$ cat src/rtl/fir_xifu_pkg.sv
// Shared types for the FIR XIFU in-flight instruction controller.
package fir_xifu_pkg;

  localparam int FIR_XIFU_NREGS = 32;
  // Widest supported ID_WIDTH; narrower IDs are zero-extended into the entry.
  localparam int FIR_XIFU_ID_W  = 8;

  typedef enum logic [1:0] {
    FREE      = 2'd0,
    ISSUED    = 2'd1,
    COMMITTED = 2'd2,
    KILLED    = 2'd3
  } fir_xifu_ctrl_state_e;

  typedef struct packed {
    fir_xifu_ctrl_state_e     state;
    logic [FIR_XIFU_ID_W-1:0] id;
    logic [4:0]               rd;
    logic                     we;
  } fir_xifu_ctrl_entry_t;

  localparam fir_xifu_ctrl_entry_t FIR_XIFU_ENTRY_RST =
    '{state: FREE, id: '0, rd: '0, we: 1'b0};

endpackage

$ cat src/rtl/fir_xifu_ctrl_slot.sv
// One in-flight entry: lifecycle state machine plus commit/retire/query ID matching.
module fir_xifu_ctrl_slot
  import fir_xifu_pkg::*;
(
  input  logic                     clk_i,
  input  logic                     rst_i,
  input  logic                     clear_i,
  input  logic                     alloc_i,
  input  fir_xifu_ctrl_entry_t     alloc_entry_i,
  input  logic                     commit_valid_i,
  input  logic [FIR_XIFU_ID_W-1:0] commit_id_i,
  input  logic                     commit_kill_i,
  input  logic                     retire_valid_i,
  input  logic [FIR_XIFU_ID_W-1:0] retire_id_i,
  input  logic [FIR_XIFU_ID_W-1:0] query_id_i,
  output fir_xifu_ctrl_entry_t     entry_o,
  output logic                     retire_hit_o,
  output logic                     query_committed_o,
  output logic                     query_killed_o,
  output logic                     kill_o
);

  fir_xifu_ctrl_entry_t entry_q, entry_d;
  logic commit_hit, retire_hit, query_hit;

  always_comb begin
    commit_hit = commit_valid_i && (entry_q.state == ISSUED) && (entry_q.id == commit_id_i);
    retire_hit = retire_valid_i && ((entry_q.state == COMMITTED) || (entry_q.state == KILLED))
                 && (entry_q.id == retire_id_i);
    query_hit  = (entry_q.state != FREE) && (entry_q.id == query_id_i);

    entry_d = entry_q;
    if (clear_i)         entry_d.state = FREE;
    else if (alloc_i)    entry_d = alloc_entry_i;  // only ever raised on a FREE slot
    else if (commit_hit) entry_d.state = commit_kill_i ? KILLED : COMMITTED;
    else if (retire_hit) entry_d.state = FREE;
  end

  always_ff @(posedge clk_i) begin
    if (rst_i) entry_q <= FIR_XIFU_ENTRY_RST;
    else       entry_q <= entry_d;
  end

  assign entry_o           = entry_q;
  assign retire_hit_o      = retire_hit;
  assign query_committed_o = query_hit && (entry_q.state == COMMITTED);
  assign query_killed_o    = query_hit && (entry_q.state == KILLED);
  assign kill_o            = (entry_d.state == KILLED) && (entry_q.state != KILLED);

endmodule

$ cat src/rtl/fir_xifu_ctrl.sv
// FIR XIFU in-flight instruction controller: allocation, RAW/WAW scoreboard, commit/kill tracking.
// Optional performance counters are built when FIR_XIFU_CTRL_PERF_EN is defined.
module fir_xifu_ctrl
  import fir_xifu_pkg::*;
#(
  parameter int DEPTH    = 4,
  parameter int ID_WIDTH = 4
) (
  input  logic                  clk_i,
  input  logic                  rst_i,
  input  logic                  clear_i,
  input  logic                  issue_valid_i,
  input  logic                  issue_accept_i,
  input  logic [ID_WIDTH-1:0]   issue_id_i,
  input  logic [4:0]            issue_rs1_i,
  input  logic [4:0]            issue_rs2_i,
  input  logic [4:0]            issue_rd_i,
  input  logic                  issue_we_i,
  output logic                  issue_ready_o,
  input  logic                  commit_valid_i,
  input  logic [ID_WIDTH-1:0]   commit_id_i,
  input  logic                  commit_kill_i,
  input  logic                  retire_valid_i,
  input  logic [ID_WIDTH-1:0]   retire_id_i,
  input  logic [ID_WIDTH-1:0]   query_id_i,
  output logic                  query_committed_o,
  output logic                  query_killed_o,
  output logic                  busy_o,
  output logic [$clog2(DEPTH):0] count_o
`ifdef FIR_XIFU_CTRL_PERF_EN
  ,
  output logic [31:0]           stall_cycles_o,
  output logic [15:0]           kill_count_o
`endif
);

  localparam int CW = $clog2(DEPTH) + 1;

  fir_xifu_ctrl_entry_t [DEPTH-1:0] ent;
  fir_xifu_ctrl_entry_t             alloc_entry;
  logic [DEPTH-1:0] alloc_oh, slot_retire_hit, slot_q_com, slot_q_kill, slot_kill;
  logic [FIR_XIFU_ID_W-1:0] commit_id_x, retire_id_x, query_id_x;
  logic [FIR_XIFU_NREGS-1:0] pend;
  logic [CW-1:0] count;
  logic issue_fire, alloc_found, id_dup;

  assign commit_id_x = FIR_XIFU_ID_W'(commit_id_i);
  assign retire_id_x = FIR_XIFU_ID_W'(retire_id_i);
  assign query_id_x  = FIR_XIFU_ID_W'(query_id_i);

  // Occupancy, scoreboard and lowest-free pick all come from registered slot state.
  always_comb begin
    count       = '0;
    pend        = '0;
    alloc_oh    = '0;
    alloc_found = 1'b0;
    for (int i = 0; i < DEPTH; i++) begin
      if (ent[i].state != FREE) count = count + CW'(1);
      if (ent[i].we && ((ent[i].state == ISSUED) || (ent[i].state == COMMITTED)))
        pend[ent[i].rd] = 1'b1;
      if ((ent[i].state == FREE) && !alloc_found) begin
        alloc_oh[i] = 1'b1;
        alloc_found = 1'b1;
      end
    end
  end

  assign issue_ready_o = (count < CW'(DEPTH)) && !pend[issue_rs1_i] && !pend[issue_rs2_i]
                         && !(issue_we_i && pend[issue_rd_i]);
  assign issue_fire    = issue_valid_i && issue_accept_i && issue_ready_o;

  always_comb begin
    alloc_entry = '{state: ISSUED, id: FIR_XIFU_ID_W'(issue_id_i), rd: issue_rd_i, we: issue_we_i};
    if (commit_valid_i && (commit_id_i == issue_id_i))
      alloc_entry.state = commit_kill_i ? KILLED : COMMITTED;
  end

  for (genvar g = 0; g < DEPTH; g++) begin : g_slot
    fir_xifu_ctrl_slot u_slot (
      .clk_i             (clk_i),
      .rst_i             (rst_i),
      .clear_i           (clear_i),
      .alloc_i           (alloc_oh[g] && issue_fire),
      .alloc_entry_i     (alloc_entry),
      .commit_valid_i    (commit_valid_i),
      .commit_id_i       (commit_id_x),
      .commit_kill_i     (commit_kill_i),
      .retire_valid_i    (retire_valid_i),
      .retire_id_i       (retire_id_x),
      .query_id_i        (query_id_x),
      .entry_o           (ent[g]),
      .retire_hit_o      (slot_retire_hit[g]),
      .query_committed_o (slot_q_com[g]),
      .query_killed_o    (slot_q_kill[g]),
      .kill_o            (slot_kill[g])
    );
  end

  assign query_committed_o = |slot_q_com;
  assign query_killed_o    = |slot_q_kill;
  assign busy_o            = (count != '0);
  assign count_o           = count;

  always_comb begin
    id_dup = 1'b0;
    for (int i = 0; i < DEPTH; i++)
      for (int j = i + 1; j < DEPTH; j++)
        if ((ent[i].state != FREE) && (ent[j].state != FREE) && (ent[i].id == ent[j].id))
          id_dup = 1'b1;
  end

  a_retire_known: assert property (@(posedge clk_i) disable iff (rst_i)
    retire_valid_i |-> |slot_retire_hit);
  a_id_unique: assert property (@(posedge clk_i) disable iff (rst_i) !id_dup);

`ifdef FIR_XIFU_CTRL_PERF_EN
  logic [31:0] stall_cycles_q, stall_cycles_d;
  logic [15:0] kill_count_q, kill_count_d;

  // Saturating counters; clear_i deliberately leaves them alone.
  always_comb begin
    stall_cycles_d = stall_cycles_q;
    kill_count_d   = kill_count_q;
    if (issue_valid_i && issue_accept_i && !issue_ready_o && (stall_cycles_q != '1))
      stall_cycles_d = stall_cycles_q + 32'd1;
    if ((|slot_kill) && (kill_count_q != '1))
      kill_count_d = kill_count_q + 16'd1;
  end

  always_ff @(posedge clk_i) begin
    if (rst_i) begin
      stall_cycles_q <= '0;
      kill_count_q   <= '0;
    end else begin
      stall_cycles_q <= stall_cycles_d;
      kill_count_q   <= kill_count_d;
    end
  end

  assign stall_cycles_o = stall_cycles_q;
  assign kill_count_o   = kill_count_q;
`else
  logic unused_kill;
  assign unused_kill = ^slot_kill;
`endif

endmodule

$ cat config.mk
export PLATFORM = sky130hd
export DESIGN_NAME = fir_xifu_ctrl
export DESIGN_NICKNAME = d
export VERILOG_FILES = /design/src/rtl/fir_xifu_pkg.sv /design/src/rtl/fir_xifu_ctrl_slot.sv /design/src/rtl/fir_xifu_ctrl.sv
export SDC_FILE = /design/constraint.sdc
export NUM_CORES = 1
export LEC_CHECK = 0
export CORE_UTILIZATION = 40
export DETAILED_ROUTE_END_ITERATION = 8
export PLACE_DENSITY = 0.71
export SETUP_SLACK_MARGIN = 0.2
export SLEW_MARGIN = 20
export SYNTH_ARGS = -nofsm -noshare
export SYNTH_HDL_FRONTEND = slang
export SYNTH_SLANG_ARGS = --single-unit
export TNS_END_PERCENT = 1
$ cat constraint.sdc
create_clock -name clk_i -period 4.2 [get_ports clk_i]
set_input_delay 0.63 -clock clk_i [delete_from_list [all_inputs] [get_ports clk_i]]
set_output_delay 0.63 -clock clk_i [all_outputs]
set_load 0.1 [all_outputs]
After elaboration in Yosys (flattened, before gate mapping)
Index checks and enable logic that the tools add are counted.

word-level totals
  register bits after elaboration = 48
  bits in latches = 0
  bits in writable memories = 0
  bits in read-only memories = 0
  input bits = 40
  output and inout port bits = 7
  memories kept = 0

cells by class
  add/sub/neg operators = 3
  multipliers = 0
  div/mod/pow operators = 0
  magnitude comparators = 12
  equality and inequality tests = 25
  shift operators = 0
  mux-type cells = 42
  bitwise logic cells = 4
  reduce and logical (&&, ||, !) cells = 84

operators with widths
  operator               count
  $mux W32               4
  $or A32 B32 Y32        3
  $eq A4 B4 Y1           13
  $logic_and A1 B1 Y1    50
  $lt A5 B6 Y1 const B   7
  $mux W2                14
  $demux W1 S5           4
  $ge A5 B1 Y1 const B   4
  $eq A2 B2 Y1 const B   8
  $bmux W1 S5            3
  $mux W1                15
  $reduce_bool A3 Y1     5
  $eq A2 B1 Y1 const B   4
  $logic_not A2 Y1       4
  $logic_or A1 B1 Y1     8
  $reduce_and A2 Y1      4
  $reduce_bool A2 Y1     4
  $reduce_or A4 Y1       2
  $add A3 B1 Y3 const B  2
  $logic_not A1 Y1       6
  $mux W3                2
  $lt A3 B3 Y1 const B   1
  $add A1 B1 Y2 const B  1
  $reduce_or A2 Y1       1
  $not A1 Y1             1

Longest topological paths before layout
  depth in word-level cells = 20
  mapped depth = 17

Hierarchy
A second synthesis with hierarchy kept.

second synthesis, totals
  cell total of the unflattened synthesis = 837
  area total of the unflattened synthesis = 6,082.1 µm²

modules (own cells, without submodules)
  module              instances  cells each  area each (µm²)  sequential area each (µm²)
  fir_xifu_ctrl_slot  4          115         919.6            320.3
  fir_xifu_ctrl       1          377         2,403.6          0.0

Worst setup path after synthesis
No wires, ideal clock.

  path type = register to output
  start = register g_slot[0].u_slot.entry_q, in the netlist g_slot[0].u_slot.entry_o[14]
  end = output busy_o
  arrival time = 3,642 ps
  data required time = 3,570 ps
  slack = -72 ps
  stages on the path, launching flop included = 7
  path through = dfxtp_1 > inv_1 > ha_1 > ha_1 > xnor2_1 > xnor2_1 > or3_1

between the ends
  longest elaborated chain between the ends = 9

ends and longest elaborated chain
  element                 line                      RTL
  from (decl)             fir_xifu_ctrl_slot.sv:23  fir_xifu_ctrl_entry_t entry_q, entry_d;
  from (signal assigned)  fir_xifu_ctrl_slot.sv:41  else entry_q <= entry_d;
  $reduce_bool A2 Y1 *    fir_xifu_ctrl.sv:58       if (ent[i].state != FREE) count = count + CW'(1);
  $mux W1 *               fir_xifu_ctrl.sv:58
  $add A1 B1 Y2           fir_xifu_ctrl.sv:58
  $mux W2 *               fir_xifu_ctrl.sv:58
  $add A3 B1 Y3           fir_xifu_ctrl.sv:58
  $mux W3 *               fir_xifu_ctrl.sv:58
  $add A3 B1 Y3           fir_xifu_ctrl.sv:58
  $mux W3 *               fir_xifu_ctrl.sv:58
  net count_o[0]          fir_xifu_ctrl.sv:29       output logic [$clog2(DEPTH):0] count_o
  $reduce_bool A3 Y1 *    fir_xifu_ctrl.sv:101      assign busy_o = (count != '0);
  to (decl)               fir_xifu_ctrl.sv:28       output logic busy_o,

The timed path passes the listed nets; every way through them passes the cells marked *.

Final worst setup path
  start = register g_slot[2].u_slot.entry_q, in the netlist g_slot[2].u_slot.entry_o[14]
  end = output issue_ready_o

between the ends
  longest elaborated chain between the ends = 12
  elaborated cells on any way between the ends = 25
  those cells by class = 1 x add/sub; 1 x order compare; 2 x eq/ne; 10 x mux; 1 x bitwise; 10 x reduce/logical

ends and longest elaborated chain
  element                                              line                      RTL
  from (decl)                                          fir_xifu_ctrl_slot.sv:23
  from (signal assigned)                               fir_xifu_ctrl_slot.sv:41
  $eq A2 B1 Y1 / $eq A2 B2 Y1 (equally long branches)  fir_xifu_ctrl.sv:59       if (ent[i].we && ((ent[i].state == ISSUED) || (ent[i].state == COMMITTED)))
  $logic_or A1 B1 Y1                                   fir_xifu_ctrl.sv:59
  $logic_and A1 B1 Y1                                  fir_xifu_ctrl.sv:59
  $mux W32                                             fir_xifu_ctrl.sv:59
  $or A32 B32 Y32 (no source line)                     n/a
  $mux W32                                             fir_xifu_ctrl.sv:59
  $bmux W1 S5                                          fir_xifu_ctrl.sv:68       assign issue_ready_o = (count < CW'(DEPTH)) && !pend[issue_rs1_i] && !pend[issue_rs2_i]
  $mux W1 (not written as such)                        fir_xifu_ctrl.sv:68
  $logic_not A1 Y1                                     fir_xifu_ctrl.sv:68
  $logic_and A1 B1 Y1 (2 in series)                    fir_xifu_ctrl.sv:68
  $logic_and A1 B1 Y1 *                                fir_xifu_ctrl.sv:69       && !(issue_we_i && pend[issue_rd_i]);
  to (decl)                                            fir_xifu_ctrl.sv:19       output logic issue_ready_o,

Mark *: on every way between the ends. The rest lies on a longest branch, timed or not. The select of a mux whose other input is x is not followed.

==> results.sh <==
export IMPL_worst_skew_pair_late_latency_ns=0.29
export IMPL_wire_per_inst_um=21.5
export IMPL_slew_violations=0
export IMPL_clkTransAtPathRegs_ns=0.07
export IMPL_floorplan_core_area_mm2=0.0122
export IMPL_setup_violations=0
export IMPL_p_per_area_mw_per_mm2=185
export IMPL_stdcell_area_mm2=0.00640
export IMPL_logic_depth_of_the_worst_register_to_register_path=14
export IMPL_power_switching_fraction_pct=30.6
export IMPL_timing_final_crit_period_ns=3.96
export IMPL_ios=47
export IMPL_critical_path_arrival_ns=3.33
export IMPL_wl_met2_mm=8.70
export IMPL_timing_hold_worst_endpoint="g_slot[2].u_slot.entry_o[15]"
export IMPL_grt_antenna_before_repair=0
export IMPL_critical_path_buf_inv_count=5
export IMPL_synth_seq_area_share_pct=18.8
export IMPL_rsz_0062_raised_after_global_routing="false"
export IMPL_placement_io_buffers=46
export IMPL_rr_startpoint="g_slot[2].u_slot.entry_o[14]"
export IMPL_die_width_um=115
export IMPL_top_layer="met4"
export IMPL_ctsHoldBuffers=0
export IMPL_critical_path_s_top_delay_family="simple AND/OR/NAND/NOR gates"
export IMPL_synth_yosys_warnings=0
export IMPL_crit_reg2reg_capture="g_slot[1].u_slot.entry_o[8]"
export IMPL_drt_pass1_iter_count=6
export IMPL_setup_reg_to_reg_worst_slack_ns=0.47
export IMPL_fp_row_count=40
export IMPL_clockBufferDepth=2
export IMPL_route_layer_met1_wl_mm=7.61
export IMPL_finalClockSkew_ns=0.00533
export IMPL_dieHeight_um=115
export IMPL_critical_path_peak_fanout=4
export IMPL_sequential_share_of_power_pct=39.3
export IMPL_clock_root_buffer="clkbuf_16"
export IMPL_drtIter0Drc=868
export IMPL_dpl_cell_area_mm2=0.00577
export IMPL_leak_pwr_nw=2.42
export IMPL_cts_buffers=5
export IMPL_groute_usage_overall_pct=28.3
export IMPL_detailroute_via_count=5811
export IMPL_maxClockFrequency_mhz=253
export IMPL_postLayoutSetupSlackWorst_ns=0.242
export IMPL_average_instance_area_after_synthesis_um2=7.96
export IMPL_met3WireLength_mm=1.76
export IMPL_largest_reg_flops=48
export IMPL_synth_edf_count=0
export IMPL_hold_crit_path_type="reg2reg"
export IMPL_hold_ws_ns=0.517
export IMPL_worst_setup_path_end_kind="output pin"
export IMPL_critPathSlowestCell="or4_4"
export IMPL_worstPathCellList="inv_1 > ha_4 > nand4b_1 > buf_4 > buf_4 > o22a_1 > o221ai_2 > o211a_1 > nor4_4 > o32ai_2 > or4_4 > inv_4 > buf_12"
export IMPL_die_footprint_mm2=0.0132
export IMPL_number_of_failing_hold_endpoints_at_the_final_stage=0
export IMPL_power_frac_comb_pct=25.3
export IMPL_ctsHtreeMaxLevel=2
export IMPL_ys_flop_type="dfxtp_1"
export IMPL_starting_density_of_the_core_pct=41.8
export IMPL_post_route_cells_drive_above_1_share_pct=19.1
export IMPL_clkSinkCount=48
export IMPL_critPathKind="reg2out"
export IMPL_largest_net_degree_at_the_start_of_global_routing=51
export IMPL_antenna_left=0
export IMPL_status="finished clean"
export IMPL_num_fill_cells=1155
export IMPL_num_antenna_cells=0
export IMPL_hp_start="g_slot[2].u_slot.entry_o[15]"
export IMPL_synthesis_area_mm2=0.00511
export IMPL_yosys_cell_types_count=67
export IMPL_fin_crit_sh_pct=94.2
export IMPL_clock_power_share_pct=35.5
export IMPL_globalRouteOverflowTotal=0
export IMPL_synthesis_instances=642
export IMPL_critical_path_max_stage_delay_ns=0.58
export IMPL_slew_limit_headroom_pct=49.4
export IMPL_place_ws_ns=0.0519
export IMPL_syn_nets=703
export IMPL_layout_area_overhead_vs_synth_pct=25.3
export IMPL_cts_tree="done"
export IMPL_worst_path_most_repeated_cell="buf_4"
export IMPL_whs_path_depth=2
export IMPL_ff_latch_area_um2=973
export IMPL_vias_per_cell=6.64
export IMPL_multi_input_area_mm2=0.00411
export IMPL_final_nets=767
export IMPL_start_kind="flop"
export IMPL_internal_power_w=0.000823
export IMPL_grt_pass1_wl_mm=29.1
export IMPL_post_route_drc_count=0
export IMPL_first_global_vias=5488
export IMPL_ir_worst_vdd_uv=220
export IMPL_max_cap_viol_count=0
export IMPL_worst_endpoint_required_ns=3.57
export IMPL_worst_pin_slew_ns=0.756
export IMPL_dpl_hpwl_mm=13.9
export IMPL_power_switching_w=0.000363
export IMPL_drt_total_wl_mm=18.8
export IMPL_synth_ff_latch_count=48
export IMPL_asyncSetResetFlopFracSynth_pct=0
export IMPL_setup_total_negative_slack_ns=0
export IMPL_gp_congestion=0.975
## timing repair
item	in CTS	in global routing
endpoints found under the setup margin	31	20
pin swaps	10	21
resized for setup	16	41
hold endpoints to repair	0	0
buffers inserted	14	14
## worst reg2reg max path: stages, from the launching register on
cell and delay [ns]:
dfxtp_2 0.36, inv_1 0.09, ha_4 0.27, nand4b_1 0.18, buf_4 0.18, buf_4 0.12, o22a_1 0.15, o221ai_2 0.11
o211a_1 0.29, nor4_4 0.26, o32ai_2 0.16, or4_4 0.58, inv_4 0.11, and4b_1 0.54, mux2i_1 0.26
## layout by cell type, fill, tap and decap left out, types with 20 or more instances in the layout
master and count:
buf_4 58, clkdlybuf4s50_1 39, dfxtp_1 40, mux2i_1 31, nand2b_1 46, nand3_1 34, nor2_1 24, nor3_1 39
o22ai_1 41, xnor2_1 29, xor2_1 20
## Yosys cell counts, types with 5 or more instances
cell type	instances	area [µm²]
clkbuf_1	26	97.6
a21o_1	6	45.0
nand2_1	19	71.3
nand4_1	10	62.6
nand3_1	34	170
nor4_1	10	62.6
nor2_1	27	101
mux2i_1	31	310
o21ai_0	18	90.1
a311oi_1	6	52.6
or3b_2	7	61.3
dfxtp_1	48	961
xor2_1	20	175
buf_2	5	25.0
nor3_1	40	200
o22a_1	12	105
a211oi_1	19	143
o2111ai_1	8	70.1
o22ai_1	46	288
a21oi_1	11	55.1
or3b_1	6	52.6
nand4b_1	7	61.3
nand3b_1	15	113
inv_1	22	82.6
a2111oi_0	10	87.6
nand2b_1	47	294
ha_1	21	263
xnor2_1	32	280
## per-stage QoR
stage / utilization, % / total power, W / cells
2_1_floorplan: - / 0.000646 / 642
3_3_place_gp: 47.2 / 0.000749 / 839
3_5_place_dp: 47.2 / 0.000753 / 839
4_1_cts: 50.1 / 0.00117 / 861
5_1_grt: 52.4 / 0.00123 / 875
6_report: 52.4 / 0.00119 / 875
## cell families after synthesis
logic type	count (synthesis)	share of synthesized area, %
buffers and inverters	66	5.78
AOI/OAI and AO/OA	172	24.8
DFF	48	18.8
adders and majority gates	21	5.14
muxes	34	7.18
xor gates and xnor gates	52	8.92
and+or+nand+nor	249	29.4
## power groups by stage
stage | Clock, W | Combinational (W) | Sequential, W
after global routing | 0.000445 | 0.000317 | 0.000466
after detailed placement | 0 | 0.000277 | 0.000476
final | 0.000421 | 0.000299 | 0.000465
after CTS | 0.000422 | 0.000282 | 0.000466
after global placement | 0 | 0.000274 | 0.000476
after floorplan | 0 | 0.000172 | 0.000474
## final cells by class
type,instances,share of cell area (%)
multi-input combinational,528,64.3
sequential,48,15.2
timing repair buffer,99,13.4
tap,168,3.28
clock buffer,6,2.17
inverter,24,1.45
clock inverter,2,0.215
## worst max-delay path by stage
stage / from / endpoint / depth (start not counted)
2_1_floorplan: g_slot[0].u_slot.entry_o[14] / issue_ready_o / 13
3_3_place_gp: g_slot[0].u_slot.entry_o[14] / g_slot[1].u_slot.entry_o[7] / 14
3_5_place_dp: g_slot[0].u_slot.entry_o[14] / g_slot[1].u_slot.entry_o[3] / 14
4_1_cts: g_slot[1].u_slot.entry_o[14] / issue_ready_o / 12
5_1_grt: g_slot[2].u_slot.entry_o[14] / issue_ready_o / 13
6_report: g_slot[2].u_slot.entry_o[14] / issue_ready_o / 13
## routing by layer
metal	vias to the layer above	GRT usage (%)
li1	2603	-
met5	-	0
met4	0	12.3
met1	2753	36.7
met3	75	4.80
met2	380	46.1
(Power assumes the default switching activity.)
